**src/rtl/crossbar_in_arbiter.sv**
```systemverilog
// crossbar_in_arbiter: request-side crossbar stage in front of banked SRAMs.
// Per bank, picks at most one requesting PE per cycle (bank = low address
// bits), grants it combinationally and registers a single SRAM command for
// that bank. o_peID carries a one-hot reader bitmap so the return path can
// steer read data back to the right PE.
// Build option: define CROSSBAR_IN_RR_EN for per-bank round-robin
// arbitration; otherwise the lowest-numbered PE always wins.
module crossbar_in_arbiter #(
    parameter int NUM_PE     = 4,
    parameter int NUM_BANK   = 4,
    parameter int ADDR_WIDTH = 12,
    parameter int DATA_WIDTH = 32
) (
    input  logic                                              i_clk,
    input  logic                                              i_rst,
    input  logic [NUM_PE-1:0]                                 i_req,
    input  logic [NUM_PE-1:0]                                 i_wren,
    input  logic [NUM_PE*ADDR_WIDTH-1:0]                      i_addr,
    input  logic [NUM_PE*DATA_WIDTH-1:0]                      i_wdata,
    input  logic [NUM_PE*(DATA_WIDTH/8)-1:0]                  i_wstrb,
    output logic [NUM_PE-1:0]                                 o_gnt,
    output logic [NUM_BANK-1:0]                               o_ram_en,
    output logic [NUM_BANK-1:0]                               o_ram_wren,
    output logic [NUM_BANK*(ADDR_WIDTH-$clog2(NUM_BANK))-1:0] o_ram_addr,
    output logic [NUM_BANK*DATA_WIDTH-1:0]                    o_ram_wdata,
    output logic [NUM_BANK*(DATA_WIDTH/8)-1:0]                o_ram_wstrb,
    output logic [NUM_BANK*NUM_PE-1:0]                        o_peID,
    output logic [15:0]                                       o_conflict_cnt
);

    localparam int BANK_W  = $clog2(NUM_BANK);
    localparam int PE_W    = $clog2(NUM_PE);
    localparam int LADDR_W = ADDR_WIDTH - BANK_W;
    localparam int STRB_W  = DATA_WIDTH / 8;
    localparam int DENY_W  = $clog2(NUM_PE + 1);

    // One-hot winner per bank, gathered into the PE-side grant vector
    logic [NUM_BANK-1:0][NUM_PE-1:0] win_oh;
    logic [NUM_PE-1:0]               gnt_any;

    genvar gi;
    generate
        for (gi = 0; gi < NUM_BANK; gi++) begin : bank_g
            logic [NUM_PE-1:0]  cand;
            logic [PE_W-1:0]    start_ptr;
            logic [PE_W-1:0]    sel_idx;
            logic               sel_vld;
            logic               ram_en_q;
            logic               ram_wren_q;
            logic [LADDR_W-1:0] ram_addr_q;
            logic [DATA_WIDTH-1:0] ram_wdata_q;
            logic [STRB_W-1:0]  ram_wstrb_q;
            logic [NUM_PE-1:0]  peid_q;

`ifdef CROSSBAR_IN_RR_EN
            logic [PE_W-1:0]    rr_ptr_q;
            logic [PE_W-1:0]    rr_ptr_d;

            // Advance past the winner so it becomes lowest priority next time
            always_comb begin
                rr_ptr_d = rr_ptr_q;
                if (sel_vld) begin
                    rr_ptr_d = sel_idx + PE_W'(1);
                end
            end

            // Round-robin pointer register
            always_ff @(posedge i_clk) begin
                if (i_rst) begin
                    rr_ptr_q <= '0;
                end else begin
                    rr_ptr_q <= rr_ptr_d;
                end
            end

            assign start_ptr = rr_ptr_q;
`else
            assign start_ptr = '0;
`endif

            // Which PEs are asking for this bank
            always_comb begin
                cand = '0;
                for (int p = 0; p < NUM_PE; p++) begin
                    cand[p] = i_req[p] &&
                              (i_addr[p*ADDR_WIDTH +: BANK_W] == BANK_W'(gi));
                end
            end

            // Scan upward from the start pointer, wrapping mod NUM_PE
            always_comb begin
                logic [PE_W-1:0] scan_idx;
                scan_idx = '0;
                sel_vld  = 1'b0;
                sel_idx  = '0;
                for (int k = 0; k < NUM_PE; k++) begin
                    scan_idx = start_ptr + PE_W'(k);
                    if (!sel_vld && cand[scan_idx]) begin
                        sel_vld = 1'b1;
                        sel_idx = scan_idx;
                    end
                end
            end

            assign win_oh[gi] = sel_vld ? (NUM_PE'(1) << sel_idx) : '0;

            // Register the winner's command; addr/data/strobe hold when idle
            always_ff @(posedge i_clk) begin
                if (i_rst) begin
                    ram_en_q    <= 1'b0;
                    ram_wren_q  <= 1'b0;
                    ram_addr_q  <= '0;
                    ram_wdata_q <= '0;
                    ram_wstrb_q <= '0;
                    peid_q      <= '0;
                end else begin
                    ram_en_q   <= sel_vld;
                    ram_wren_q <= sel_vld && i_wren[sel_idx];
                    peid_q     <= (sel_vld && !i_wren[sel_idx]) ? win_oh[gi] : '0;
                    if (sel_vld) begin
                        ram_addr_q  <= i_addr[sel_idx*ADDR_WIDTH + BANK_W +: LADDR_W];
                        ram_wdata_q <= i_wdata[sel_idx*DATA_WIDTH +: DATA_WIDTH];
                        ram_wstrb_q <= i_wstrb[sel_idx*STRB_W +: STRB_W];
                    end
                end
            end

            assign o_ram_en[gi]                            = ram_en_q;
            assign o_ram_wren[gi]                          = ram_wren_q;
            assign o_ram_addr[gi*LADDR_W +: LADDR_W]       = ram_addr_q;
            assign o_ram_wdata[gi*DATA_WIDTH +: DATA_WIDTH] = ram_wdata_q;
            assign o_ram_wstrb[gi*STRB_W +: STRB_W]        = ram_wstrb_q;
            assign o_peID[gi*NUM_PE +: NUM_PE]             = peid_q;
        end
    endgenerate

    // Merge per-bank winners; a PE targets one bank so bits never collide
    always_comb begin
        gnt_any = '0;
        for (int b = 0; b < NUM_BANK; b++) begin
            gnt_any = gnt_any | win_oh[b];
        end
        o_gnt = i_rst ? '0 : gnt_any;
    end

    logic [15:0]       cnt_q;
    logic [15:0]       cnt_d;
    logic [DENY_W-1:0] deny_cnt;
    logic [16:0]       cnt_sum;

    // Count denied requests this cycle and add with saturation at 0xFFFF
    always_comb begin
        deny_cnt = '0;
        for (int p = 0; p < NUM_PE; p++) begin
            deny_cnt = deny_cnt + DENY_W'(i_req[p] & ~o_gnt[p]);
        end
        cnt_sum = {1'b0, cnt_q} + 17'(deny_cnt);
        cnt_d   = cnt_sum[16] ? 16'hFFFF : cnt_sum[15:0];
    end

    // Conflict counter register, cleared only by reset
    always_ff @(posedge i_clk) begin
        if (i_rst) begin
            cnt_q <= '0;
        end else begin
            cnt_q <= cnt_d;
        end
    end

    assign o_conflict_cnt = cnt_q;

endmodule

```
**config.mk**
```make
export PLATFORM = sky130hd
export DESIGN_NAME = crossbar_in_arbiter
export DESIGN_NICKNAME = d
export VERILOG_FILES = /design/src/rtl/crossbar_in_arbiter.sv
export SDC_FILE = /design/constraint.sdc
export NUM_CORES = 1
export LEC_CHECK = 0
export BUFFER_PORTS_ARGS = -buffer_cell sky130_fd_sc_hd__buf_4
export CORE_AREA = 2 2 167 169
export DETAILED_ROUTE_END_ITERATION = 12
export DIE_AREA = 0 0 169 171
export PLACE_DENSITY = 0.73
export SLEW_MARGIN = 20
export SYNTH_ARGS = -nofsm -noshare
export SYNTH_HDL_FRONTEND = slang
export SYNTH_SLANG_ARGS = --single-unit
```
**constraint.sdc**
```tcl
create_clock -name i_clk -period 5.5 [get_ports i_clk]
set_input_delay 0.55 -clock i_clk [delete_from_list [all_inputs] [get_ports i_clk]]
set_output_delay 0.55 -clock i_clk [all_outputs]
set_load 0.005 [all_outputs]
```
== Yosys cells after proc, flatten, opt, wreduce, memory -nomap -nowiden ==
Index checks and enable logic that the tools add are counted.

* Multipliers: 4
* Magnitude comparators: 4
* Shifts and indexed selects: 16
* Bitwise gates (word level): 15
* Add/sub/neg operators: 8
* Mux-type cells: 42
* Reductions and logical operators: 60
* Eq/ne operators: 12

{| class="wikitable"
|+ Operators with widths
! kind !! number
|-
| indexed part select 128 x 8 -> 32 bit || 4
|-
| indexed part select 48 x 8 -> 10 bit || 4
|-
| indexed part select 16 x 5 -> 4 bit || 4
|-
| logical AND 1 bit || 36
|-
| adder 6 x 2 -> 7 bit, second input constant || 4
|-
| 2-to-1 mux 1 bit || 24
|-
| 2-to-1 mux 4 bit || 5
|-
| adder 16 x 3 -> 17 bit || 1
|-
| equality test 2 bit, second input constant || 8
|-
| zero test 1 bit || 16
|-
| multiplier 2 x 2 -> 4 bit, second input constant || 4
|-
| 2-to-1 mux 16 bit || 1
|-
| 2-to-1 mux 2 bit || 8
|-
| << shifter 1 x 2 -> 4 bit, first input constant || 4
|-
| AND 1 x 3 -> 3 bit || 4
|-
| < comparator 2 x 3 -> 1 bit, second input constant || 4
|-
| inverter 1 -> 3 bit || 4
|-
| bitwise OR 4 bit || 3
|-
| adder 3 bit || 3
|-
| binary-select mux 1 bit (select 2 bit) || 4
|-
| equality test 2 x 1 -> 1 bit, second input constant || 4
|-
| zero test 2 bit || 4
|-
| OR reduction 2 bit || 4
|-
| inverter 1 bit || 4
|}

* Output and inout bits: 228
* Input bits: 202
* Register bits: 224
* Word-level logic and storage cells: 186

== Depth between registers and ports, before layout ==
Gate-level depths: netlist of the first run.

* Depth after elaboration: 25
* Gate-level depth with buffers: 16
* Gate-level depth less buffers: 13

== Worst setup path after synthesis of the first run ==
OpenSTA, ideal clock, no wires.

* Path kind: input to register
* Start point: input port i_req[2]
* End point: register cnt_q[10] (netlist: o_conflict_cnt[10])
* Path buffers: 3
* Required time: 5430 ps
* Arrival time: 3936 ps
* Library setup time: 70 ps
* Path slack: 1494 ps
* Cell stages on the path: 16
* Path through: buf_6 or3b_2 buf_2 nand4_1 a41oi_1 nor2b_1 fa_1 ha_1 ha_1 inv_1 fa_1 nor2b_1 o21a_1 nand4_1 buf_2 a21oi_1

* Elaborated cells on any way between the ends: 57
* Those cells by class: add/sub (4); shift (4); mux (22); bitwise (11); reduce/logical (16)

{| class="wikitable"
|+ RTL lines
! element !! line !! text
|-
| start: declaration || 16 || <nowiki>input logic [NUM_PE-1:0] i_req,</nowiki>
|-
| logical AND 1 bit || 85 || <nowiki>cand[p] = i_req[p] &&</nowiki>
|-
| logical AND 1 bit || 98 || <nowiki>if (!sel_vld && cand[scan_idx]) begin</nowiki>
|-
| 2-to-1 mux 1 bit || 98 ||
|-
| zero test 1 bit || 98 ||
|-
| logical AND 1 bit || 98 ||
|-
| 2-to-1 mux 2 bit || 98 ||
|-
| << shifter 1 x 2 -> 4 bit || 105 || <nowiki>assign win_oh[gi] = sel_vld ? (NUM_PE'(1) << sel_idx) : '0;</nowiki>
|-
| 2-to-1 mux 4 bit || 105 ||
|-
| bitwise OR 4 bit (2 in series) || 141 || <nowiki>gnt_any = gnt_any | win_oh[b];</nowiki>
|-
| bitwise OR 4 bit * || 141 ||
|-
| 2-to-1 mux 4 bit * || 143 || <nowiki>o_gnt = i_rst ? '0 : gnt_any;</nowiki>
|-
| named net o_gnt[3] || 21 || <nowiki>output logic [NUM_PE-1:0] o_gnt,</nowiki>
|-
| inverter 1 -> 3 bit * || 155 || <nowiki>deny_cnt = deny_cnt + DENY_W'(i_req[p] & ~o_gnt[p]);</nowiki>
|-
| AND 1 x 3 -> 3 bit * || 155 ||
|-
| adder 3 bit * || 155 ||
|-
| adder 16 x 3 -> 17 bit * || 157 || <nowiki>cnt_sum = {1'b0, cnt_q} + 17'(deny_cnt);</nowiki>
|-
| 2-to-1 mux 16 bit * || 158 || <nowiki>cnt_d = cnt_sum[16] ? 16'hFFFF : cnt_sum[15:0];</nowiki>
|-
| end signal: assignment || 166 || <nowiki>cnt_q <= cnt_d;</nowiki>
|-
| end: declaration || 146 || <nowiki>logic [15:0] cnt_q;</nowiki>
|}

Mark *: on every way through the listed nets, which the timed path passes. The rest lies on a longest branch.
A chain may end at the register's enable or synchronous reset.

== Worst setup path in the final report of the first run ==
* Start point: input port i_addr[12]
* End point: register cnt_q[1] (netlist: o_conflict_cnt[1])

* Word-level cells in the longest chain between the ends: 23
* Elaborated cells on any way between the ends: 77
* Those cells by class: add/sub (4); eq/ne (3); shift (4); mux (30); bitwise (11); reduce/logical (25)

{| class="wikitable"
|+ RTL lines
! element !! line !! text
|-
| start: declaration || 18 || <nowiki>input logic [NUM_PE*ADDR_WIDTH-1:0] i_addr,</nowiki>
|-
| equality test 2 x 1 -> 1 bit / zero test 2 bit (equally long branches) || 86 || <nowiki>(i_addr[p*ADDR_WIDTH +: BANK_W] == BANK_W'(gi));</nowiki>
|-
| logical AND 1 bit || 85 ||
|-
| logical AND 1 bit || 98 ||
|-
| 2-to-1 mux 1 bit || 98 ||
|-
| zero test 1 bit || 98 ||
|-
| logical AND 1 bit || 98 ||
|-
| 2-to-1 mux 1 bit || 98 ||
|-
| zero test 1 bit || 98 ||
|-
| [... 6 more ...] || -- ||
|-
| bitwise OR 4 bit * || 141 ||
|-
| 2-to-1 mux 4 bit * || 143 ||
|-
| inverter 1 -> 3 bit || 155 ||
|-
| AND 1 x 3 -> 3 bit || 155 ||
|-
| adder 3 bit (2 in series) || 155 ||
|-
| adder 3 bit * || 155 ||
|-
| adder 16 x 3 -> 17 bit * || 157 ||
|-
| 2-to-1 mux 16 bit * || 158 ||
|}

Every way passes the cells marked *; elsewhere a longest branch is shown, timed or not.

==> impl_results.md, run 1 <==
- Detailed-route DRC error count: 0
- Outcome: finished clean
- Max Freq: 247 MHz
- CP Capture Type: flop
- Syn Nets: 1553
- Maxcap violations: 0
- Remaining global-route overflow: 0
- Slew Viols, Final: 0
- TritonCTS Buffers: 25
- Lkg Pwr: 6.31 nW
- Post-synth EDFFs: 0
- Routed WL: 56500 um
- Synth Flop Type: dfxtp_1
- Req. time, crit path: 5.94 ns
- Largest net degree at the start of global routing: 65
- H-tree depth: 1
- Layout Cells excl Fill: 2028
- ANT nets after route: 0
- Slew @ Worst Pin: 1.19 ns
- Unrepaired setup endpoints after global routing: false
- Max incr delay on CP: 0.50 ns
- Number of nets in the layout: 1873
- Initial Util: 0.419
- Hpwl dp: 34200 um
- Routed vias: 14300
- Clk buf depth: 3
- P_int: 3.32 mW
- Total Die Area: 28900 um2
- Synth unique cells: 50
- Final hold vios: 0
- Chip height: 171 um
- Synthesized instance count: 1344
- Antenna Cells: 0
- Ports: 430
- DR iter-0 viols: 2131
- CP max FO: 13
- Hold Crit Class: in2reg
- Post-Synthesis Cell Area: 11500 um2
- Pwr Total: 4.77 mW
- Routability cong.: 0.896
- Sw Ratio: 0.304
- Main area contributors after synthesis: dfxtp_1 39%, a21oi_1 13%, o221ai_1 12%
- Post-CTS Resized: 0
- Slowest cell on the critical path: or3b_2
- Startpoint types: input port
- P&R area growth vs syn: 34.6%
- Worst vdd ir: 0.000198 V
- Synth top area share: 0.391
- CTS Hold Bufs: 0
- Skew final: 0.00889 ns
- I/O Buffers: 429
- Yosys top cell by area: dfxtp_1
- Reg clk slew, reported paths: 0.07 ns
- Max_slew headroom: 0.207
- Fin crit period: 4.04 ns
- Wirelength per Cell: 27.9 um
- Setup Fix Bufs, Post-CTS: 0
- Sequential area share after synthesis: 0.391
- Crit Path Class: in2reg
- Crit path buf inv count: 2
- Yosys warnings: 0
- Core Region: 27300 um2
- CTS tree: yes
- Asr flop ratio synth: 0
- DRT Pass-1 Iters: 6
- Die width: 169 um
- R2R Setup Slk: 3.06 ns
- Clock root buffer: clkbuf_16
- Sequential Power Share: 0.399
- CP top delay family: simple AND/OR/NAND/NOR gates
- Post-synthesis register bit count: 224
- Antenna violations before repair: 0
- Global-route wire length before repair: 81400 um
- Setup slack after layout: 1.46 ns
- Worst Path Arrival: 4.48 ns
- Number of global-route vias before repair: 13800
- Combinational power share: 0.236
- Fin crit share: 0.735
- Final setup vio count: 0
- Setup TNS: 0 ns
- P per Cell Area: 309 nW/um2
- Row count: 61
- Clk Latency, worst-skew pair: 0.52 ns
- Fraction of layout cells with a size suffix above 1: 0.326
- Total GRT Usage: 0.364
- Clock Sink Count: 224
- CP Cell Sequence: buf_4, or3b_2, nand4_1, a41oi_1, nor2b_1, fa_1, ha_1, ha_1, inv_1, fa_1, nor2b_1, o21a_1, nand4_1, a21oi_1
- Mean Syn Cell Area: 8.52 um2
- Dpl ws: 0.982 ns
- # placed instances: 1983
- Drt via density: 7.07
- Net load switching power: 1.45 mW
- Clock power share: 0.365
==> cells in the final DEF (no fill, tap or decap), drive strengths merged, types with 6 or more instances in the layout <==
cell type and n:
buf 451, a21oi 297, dfxtp 224, o22ai 184
o221ai 184, inv 54, nor2 50, a211oi 47
clkbuf 40, nor3 18, nand2 14, nand3 13
nand4 10, and2 9, nand3b 7, xnor2 6
xor2 6, and3b 6
==> final timing paths <==
path	start	end	cells past startpoint
max reg2reg	o_conflict_cnt[0]	o_conflict_cnt[1]	7
max	i_addr[12]	o_conflict_cnt[1]	14
min	i_wren[3]	bank_g[0].peid_q[3]	2
min reg2reg	bank_g[3].ram_wdata_q[8]	bank_g[3].ram_wdata_q[8]	2
==> layout make-up <==
class,instances,area [um2]
Sequential cell,224,4480
Timing Repair Buffer,451,3390
Clock buffer,40,762
Clock inverter,5,75.1
Fill cell,2521,11900
Inverter,54,203
Multi-Input combinational cell,908,6080
Tap cell,346,433
==> cell usage after synthesis (6+ instances only) <==
cell type / instances
buf_6: 6
buf_1: 6
a21oi_1: 297
clkbuf_1: 85
xnor2_1: 6
nand4_1: 10
nand2_1: 13
o221ai_2: 29
xor2_1: 6
buf_4: 19
nand3b_1: 7
nor2_1: 50
and3b_1: 6
nor3_1: 18
a211oi_1: 47
inv_1: 54
and2_1: 9
o22ai_1: 184
o221ai_1: 155
buf_2: 41
dfxtp_1: 224
nand3_1: 13
==> per-layer routing <==
metal | global-route usage | vias up | share of wire
met4 | 0.223 | 0 | 0.060
li1 | - | 5997 | -
met3 | 0.0863 | 326 | 0.13
met5 | 0 | - | 0
met1 | 0.432 | 6679 | 0.35
met2 | 0.598 | 1330 | 0.46
==> sequential cells by signal, summed over array words and instances, names as in the netlist <==
name	count
bank_g.peid_q	16
bank_g.ram_wren_q	4
o_conflict_cnt	16
bank_g.ram_addr_q	40
bank_g.ram_wdata_q	128
bank_g.ram_en_q	4
bank_g.ram_wstrb_q	16
==> power by group through the flow <==
stage	logic [mW]	clock network (mW)	registers [mW]
finish	1.13	1.74	1.90
global route	1.19	1.81	1.91
CTS	1.10	1.74	1.90
detailed placement	1.10	0	1.93
global placement	1.08	0	1.93
floorplan	0.493	0	1.91
==> logic make-up after synthesis <==
logic type / synth area share
buf+inv: 0.0842
fa+ha+maj: 0.00896
xor+xnor: 0.00917
flops: 0.391
simple gates: 0.0722
mux: 0.000983
compound gates: 0.433
==> stage by stage <==
stage / cell area [um2] / hold WS [ns] / utilization
after global placement: 14600 / 0.483 / 0.534
after floorplan: 11500 / 0.487 / -
after global routing: 15400 / 0.256 / 0.565
after CTS: 15400 / 0.235 / 0.565
final: 15400 / 0.257 / 0.565
after detailed placement: 14600 / 0.486 / 0.534
Note: power is estimated with default switching activity, not from simulation.
==> run 2: changes to the inputs <==
--- a/config.mk
+++ b/config.mk
@@ -6,10 +6,10 @@
 export NUM_CORES = 1
 export LEC_CHECK = 0
 export BUFFER_PORTS_ARGS = -buffer_cell sky130_fd_sc_hd__buf_4
-export CORE_AREA = 2 2 167 169
+export CORE_AREA = 2 2 168 170
 export DETAILED_ROUTE_END_ITERATION = 12
-export DIE_AREA = 0 0 169 171
-export PLACE_DENSITY = 0.73
+export DIE_AREA = 0 0 170 172
+export PLACE_DENSITY = 0.75
 export SLEW_MARGIN = 20
 export SYNTH_ARGS = -nofsm -noshare
 export SYNTH_HDL_FRONTEND = slang
==> constraint.sdc (replaced) <==
create_clock -name i_clk -period 3.4 [get_ports i_clk]
set_input_delay 0.34 -clock i_clk [delete_from_list [all_inputs] [get_ports i_clk]]
set_output_delay 0.34 -clock i_clk [all_outputs]
set_load 0.005 [all_outputs]
==> run 2 against run 1 <==
Critical endpoint is now o_conflict_cnt[11]. Global-route usage increased by 0.78 points. Utilization grew 1.9 points. Register-to-register slack got worse by 1.5 ns. Highest routed layer unchanged. Wire length rose by 2.5%. Clock power increased by 77%. Critical path type unchanged. Hold slack lost 0.20 ns.
==> impl_results.md, run 2 (synthesis gave the netlist of run 1 again) <==
- Slew @ Worst Pin: 1.07 ns (was 1.19 ns)
- Detailed-route DRC error count: 0 (unchanged)
- Most frequent cells in the layout: 487 x buf_4, 296 x a21oi_1, 224 x dfxtp_1 (was 450 x buf_4, 297 x a21oi_1, 224 x dfxtp_1)
- Slowest cell on the critical path: or3b_2 (unchanged)
- CP Capture Type: flop (unchanged)
- Skew final: 0.00534 ns (was 0.00889 ns)
- Number of nets in the layout: 1921 (was 1873)
- Max Freq: 314 MHz
- Largest Register: bank_g.ram_wdata_q (unchanged)
- Outcome: finished clean (unchanged)
- H-tree depth: 1 (unchanged)
- Number of global-route vias before repair: 14400 (was 13800)
- Routability cong.: 0.914 (was 0.896)
- Most common cell after layout, fill and taps aside: buf_4 (unchanged)
- Die width: 170 um (was 169 um)
- Startpoint types: input port (unchanged)
- Post-CTS Resized: 0 (unchanged)
- DRT Pass-1 Iters: 7 (was 6)
- R2R Setup Slk: 1.58 ns (was 3.06 ns)
- Worst Path Arrival: 3.59 ns (was 4.48 ns)
- Final setup vio count: 0 (unchanged)
- Post-route cell area: 16000 um2 (was 15400 um2)
- CP Cell Sequence: buf_4, or3b_2, nand4_1, a41oi_2, nor2b_1, fa_1, ha_1, ha_1, ha_1, a211oi_2, buf_4, nor4_1, xnor2_1, a21oi_2 (was buf_4, or3b_2, nand4_1, a41oi_1, nor2b_1, fa_1, ha_1, ha_1, inv_1, fa_1, nor2b_1, o21a_1, nand4_1, a21oi_1)
- Core Region: 27500 um2 (was 27300 um2)
- Wirelength per Cell: 27.9 um (about the same)
- Reg clk slew, reported paths: 0.06 ns (was 0.07 ns)
- Maxcap violations: 0 (unchanged)
- Max_slew headroom: 0.286 (was 0.207)
- Total Die Area: 29200 um2 (was 28900 um2)
- Clk buf depth: 3 (unchanged)
- Clock root buffer: clkbuf_16 (unchanged)
- CP max FO: 4 (was 13)
- Routed WL: 57900 um (was 56500 um)
- Hpwl dp: 35000 um (was 34200 um)
- CTS tree: yes (unchanged)
- Max incr delay on CP: 0.51 ns (was 0.50 ns)
- ANT nets after route: 0 (unchanged)
- DR iter-0 viols: 2123 (was 2131)
- # placed instances: 2030 (was 1983)
- Setup Fix Bufs, Post-CTS: 0 (unchanged)
- Hold Crit Class: in2reg (unchanged)
- Min Hold Slack: 0.0566 ns (was 0.257 ns)
- Final hold vios: 0 (unchanged)
- Pwr Total: 8.10 mW (was 4.77 mW)
- Global-route wire length before repair: 84200 um (was 81400 um)
- P&R area growth vs syn: 39.8% (was 34.6%)
- Antenna Cells: 0 (unchanged)
- Antenna violations before repair: 0 (unchanged)
- Clk Latency, worst-skew pair: 0.54 ns (was 0.52 ns)
- Slew Viols, Final: 0 (unchanged)
- Fraction of layout cells with a size suffix above 1: 0.352 (was 0.326)
- Crit Path Class: in2reg (unchanged)
- Lkg Pwr: 6.62 nW (was 6.31 nW)
- Clock Sink Count: 224 (unchanged)
- Fin crit share: 0.937
- Routed vias: 14500 (was 14300)
- DP Area: 15100 um2 (was 14600 um2)
- Ports: 430 (unchanged)
- Initial Util: 0.417 (was 0.419)
- Worst vdd ir: 0.000289 V (was 0.000198 V)
- Unrepaired setup endpoints after global routing: false (unchanged)
- Layout Cells excl Fill: 2075 (was 2028)
- Req. time, crit path: 3.80 ns (was 5.94 ns)
- Fin crit period: 3.19 ns
- Max reg flops: 128 (unchanged)
- Most frequent CP cell: ha_1
- P per Cell Area: 506 nW/um2 (was 309 nW/um2)
- Chip height: 172 um (was 171 um)
- Drt via density: 7.00 (was 7.07)
- Setup TNS: 0 ns (unchanged)
- CTS Hold Bufs: 0 (unchanged)
- Regs by FF count: bank_g.ram_wdata_q (128), bank_g.ram_addr_q (40) (unchanged)
- TritonCTS Buffers: 26 (was 25)
- Row count: 61 (unchanged)
- Largest net degree at the start of global routing: 92 (was 65)
- Remaining global-route overflow: 0 (unchanged)
- Total GRT Usage: 0.372 (was 0.364)
- I/O Buffers: 429 (unchanged)
[run 2: changes by cell type in the layout (fill, tap and decap cells not counted), sizes merged]
cell      before  now
buf          451  498
clkinv         3    6
clkinvlp       0    4
bufinv         2    5
clkbuf        40   30
[run 2: routing by layer]
metal / GRT usage / routed length, um / vias up
met4: 0.221 / 3500 / 0
met2: 0.609 / 26400 / 1365
li1: - / - / 6086
met1: 0.446 / 20300 / 6769
met3: 0.0883 / 7760 / 313
met5: 0 / 0 / -
[run 2: cell type report]
cell class	instances	area, um2
Timing Repair Buffer	498	3870
Sequential cell	224	4480
Clock buffer	30	717
Fill cell	2479	11500
Tap cell	346	433
Clock inverter	15	210
Inverter	54	203
Multi-Input combinational cell	908	6110
[run 2: worst paths after layout]
kind                             startpoint                         to  cells after the start
hold / removal                    i_wren[3]        bank_g[0].peid_q[3]                      2
setup / recovery                 i_addr[12]         o_conflict_cnt[11]                     14
setup reg to reg          o_conflict_cnt[0]         o_conflict_cnt[14]                      7
hold reg to reg   bank_g[3].ram_wdata_q[13]  bank_g[3].ram_wdata_q[13]                      2
[run 2: report_power, final]
group	total [mW]	switching (mW)	internal (mW)	leakage, nW
sequential	3.07	0.186	2.89	1.85
combinational	1.94	1.06	0.888	4.32
clock	3.08	1.20	1.88	0.449
[run 2: metrics by stage]
step | util | worst slack (ns)
after detailed placement | 0.549 | -0.279
final | 0.583 | 0.214
after global routing | 0.583 | 0.0130
after CTS | 0.583 | 0.259
after floorplan | - | -0.0651
after global placement | 0.549 | -0.188
[run 2: critical path: cells and delay by family]
family                   cells  cell delay [ns]
adder cells (fa/ha/maj)      4             1.25
buffers and inverters        2             0.30
XOR/XNOR                     1             0.20
AND/OR/NAND/NOR              4             0.99
AO/OA/AOI/OAI                3             0.51
==> run 3: changes to the inputs <==
--- a/config.mk
+++ b/config.mk
@@ -6,10 +6,11 @@
 export NUM_CORES = 1
 export LEC_CHECK = 0
 export BUFFER_PORTS_ARGS = -buffer_cell sky130_fd_sc_hd__buf_4
-export CORE_AREA = 2 2 168 170
+export CORE_AREA = 2 2 166 168
+export CTS_BUF_LIST = sky130_fd_sc_hd__clkbuf_8
 export DETAILED_ROUTE_END_ITERATION = 12
-export DIE_AREA = 0 0 170 172
-export PLACE_DENSITY = 0.75
+export DIE_AREA = 0 0 168 170
+export PLACE_DENSITY_LB_ADDON = 0.08
 export SLEW_MARGIN = 20
 export SYNTH_ARGS = -nofsm -noshare
 export SYNTH_HDL_FRONTEND = slang
==> run 3 against run 2 <==
Clock power shrank 17%. Cell count up 1.3%. Sequential share of layout area is 0.32 points higher. Clock skew up 0.0024 ns. Register-to-register slack got worse by 0.04 ns. Combinational power barely moved. Maximum frequency rose by 2.8%. Design area fell by 1.1%. Wire length shrank 0.13%. Flip-flop and latch count is the same. Critical path depth did not move. Clock-buffer cell count increased by 22. Critical endpoint is now o_conflict_cnt[14]. Largest cell class unchanged. Largest power group is now registers.
==> impl_results.md, run 3 (synthesis gave the netlist of run 1 again) <==
- Clk Latency, worst-skew pair: 0.55 ns (was 0.54 ns)
- Routed WL: 57800 um (was 57900 um)
- Final setup vio count: 0 (unchanged)
- Lkg Pwr: 6.63 nW (was 6.62 nW)
- Row count: 60 (was 61)
- Startpoint types: input port (unchanged)
- Reg clk slew, reported paths: 0.06 ns (about the same)
- # fillers: 2442 (was 2479)
- Clk buf depth: 3 (unchanged)
- Antenna violations before repair: 2 (was 0)
- Clock root buffer: clkbuf_8 (was clkbuf_16)
- Routed vias: 14200 (was 14500)
- CTS Hold Bufs: 0 (unchanged)
- CTS tree: yes (unchanged)
- Setup Fix Bufs, Post-CTS: 0 (unchanged)
- Unrepaired setup endpoints after global routing: false (unchanged)
- Req. time, crit path: 3.84 ns (was 3.80 ns)
- Global-route wire length before repair: 84100 um (was 84200 um)
- Most frequent CP cell: nand4_1 (was ha_1)
- Most frequent cells in the layout: 498 x buf_4, 296 x a21oi_1, 224 x dfxtp_1 (was 487 x buf_4, 296 x a21oi_1, 224 x dfxtp_1)
- Max Freq: 323 MHz (was 314 MHz)
- Wirelength per Cell: 27.5 um (was 27.9 um)
- Number of nets in the layout: 1942 (was 1921)
- Largest net degree at the start of global routing: 66 (was 92)
- Pwr Total: 7.54 mW (was 8.10 mW)
- Fin crit share: 0.912 (was 0.937)
- Fin crit period: 3.10 ns (was 3.19 ns)
- Detailed-route DRC error count: 0 (unchanged)
- Regs by FF count: bank_g.ram_wdata_q (128), bank_g.ram_addr_q (40) (unchanged)
- CP max FO: 4 (unchanged)
- Multi-input gate area: 6110 um2 (unchanged)
- Initial Util: 0.430 (was 0.417)
- CP Capture Type: flop (unchanged)
- Crit Path Class: in2reg (unchanged)
- Crit path buf inv count: 2 (unchanged)
- Skew final: 0.00774 ns (was 0.00534 ns)
- CP Cell Sequence: buf_4, or3b_2, nand4_1, a41oi_2, nor2b_1, fa_1, ha_1, ha_2, inv_2, fa_2, nor2b_4, o21a_1, nand4_1, mux2_4 (was buf_4, or3b_2, nand4_1, a41oi_2, nor2b_1, fa_1, ha_1, ha_1, ha_1, a211oi_2, buf_4, nor4_1, xnor2_1, a21oi_2)
- Chip height: 170 um (was 172 um)
- Maxcap violations: 0 (unchanged)
- Slew @ Worst Pin: 0.923 ns (was 1.07 ns)
- CP top delay family: adder cells (unchanged)
- Total GRT Usage: 0.380 (was 0.372)
- TritonCTS Buffers: 42 (was 26)
- Hold Crit Class: in2reg (unchanged)
- I/O Buffers: 429 (unchanged)
- Max reg flops: 128 (unchanged)
- P per Cell Area: 476 nW/um2 (was 506 nW/um2)
- Worst Path Arrival: 3.54 ns (was 3.59 ns)
- Slowest cell on the critical path: or3b_2 (unchanged)
- Worst vdd ir: 0.000307 V (was 0.000289 V)
- Core Region: 26700 um2 (was 27500 um2)
- Max incr delay on CP: 0.47 ns (was 0.51 ns)
- Slew Viols, Final: 0 (unchanged)
- Reg area: 4480 um2 (unchanged)
- Remaining global-route overflow: 0 (unchanged)
- Max_slew headroom: 0.384 (was 0.286)
- Final Util: 0.595 (was 0.583)
- Fraction of layout cells with a size suffix above 1: 0.354 (was 0.352)
- DR iter-0 viols: 1951 (was 2123)
- ANT nets after route: 0 (unchanged)
- Hpwl dp: 35000 um (about the same)
- DRT Pass-1 Iters: 6 (was 7)
- Final hold vios: 0 (unchanged)
- Most common cell after layout, fill and taps aside: buf_4 (unchanged)
- Post-CTS Resized: 0 (unchanged)
- Die width: 168 um (was 170 um)
- Largest Register: bank_g.ram_wdata_q (unchanged)
- Ports: 430 (unchanged)
- Total Die Area: 28600 um2 (was 29200 um2)
- Routability cong.: 0.917 (was 0.914)
- H-tree depth: 2 (was 1)
- Number of global-route vias before repair: 14000 (was 14400)
- Clock Sink Count: 224 (unchanged)
- P&R area growth vs syn: 38.3% (was 39.8%)
- Drt via density: 6.74 (was 7.00)
- Outcome: finished clean (unchanged)
run 3: path summary, 6_finish.rpt:
kind	slack (ns)	endpoint	start	cells past startpoint
min	0.04	bank_g[0].peid_q[3]	i_wren[3]	2
max	0.30	o_conflict_cnt[14]	i_addr[12]	14
max reg2reg	1.54	o_conflict_cnt[14]	o_conflict_cnt[0]	7
min reg2reg	0.49	bank_g[3].ram_wdata_q[12]	bank_g[3].ram_wdata_q[12]	2
run 3: metrics by stage:
| stage | TNS [ns] | area [um2] | setup slack, ns | std cells | hold WS (ns) |
|---|---|---|---|---|---|
| CTS | 0 | 15800 | 0.312 | 2100 | 0.0190 |
| finish | 0 | 15800 | 0.300 | 2102 | 0.0360 |
| floorplan | -0.674 | 11500 | -0.0651 | 1344 | 0.417 |
| global placement | -3.23 | 15100 | -0.226 | 2030 | 0.482 |
| global route | 0 | 15800 | 0.0776 | 2102 | 0.0391 |
| detailed placement | -3.48 | 15100 | -0.247 | 2030 | 0.485 |
run 3: final cells by class:
| class | count | area share |
|---|---|---|
| Inverter | 54 | 0.0128 |
| Tap cell | 341 | 0.0269 |
| Clock buffer | 52 | 0.0452 |
| Clock inverter | 18 | 0.00450 |
| Timing Repair Buffer | 503 | 0.242 |
| Multi-Input combinational cell | 908 | 0.386 |
| Antenna cell | 2 | 0.000316 |
| Sequential cell | 224 | 0.283 |
run 3: per-layer routing:
| layer | routed length (um) | GRT usage | up-vias |
|---|---|---|---|
| met3 | 7250 | 0.109 | 228 |
| met4 | 2870 | 0.193 | 0 |
| li1 | - | - | 6134 |
| met5 | 0 | 0 | - |
| met1 | 21400 | 0.453 | 6689 |
| met2 | 26300 | 0.625 | 1121 |
run 3: report_power, final:
group	internal [mW]	total [mW]	leakage (nW)	switching [mW]
clock network	1.36	2.55	0.465	1.19
logic	0.881	1.92	4.31	1.04
registers	2.89	3.07	1.85	0.177
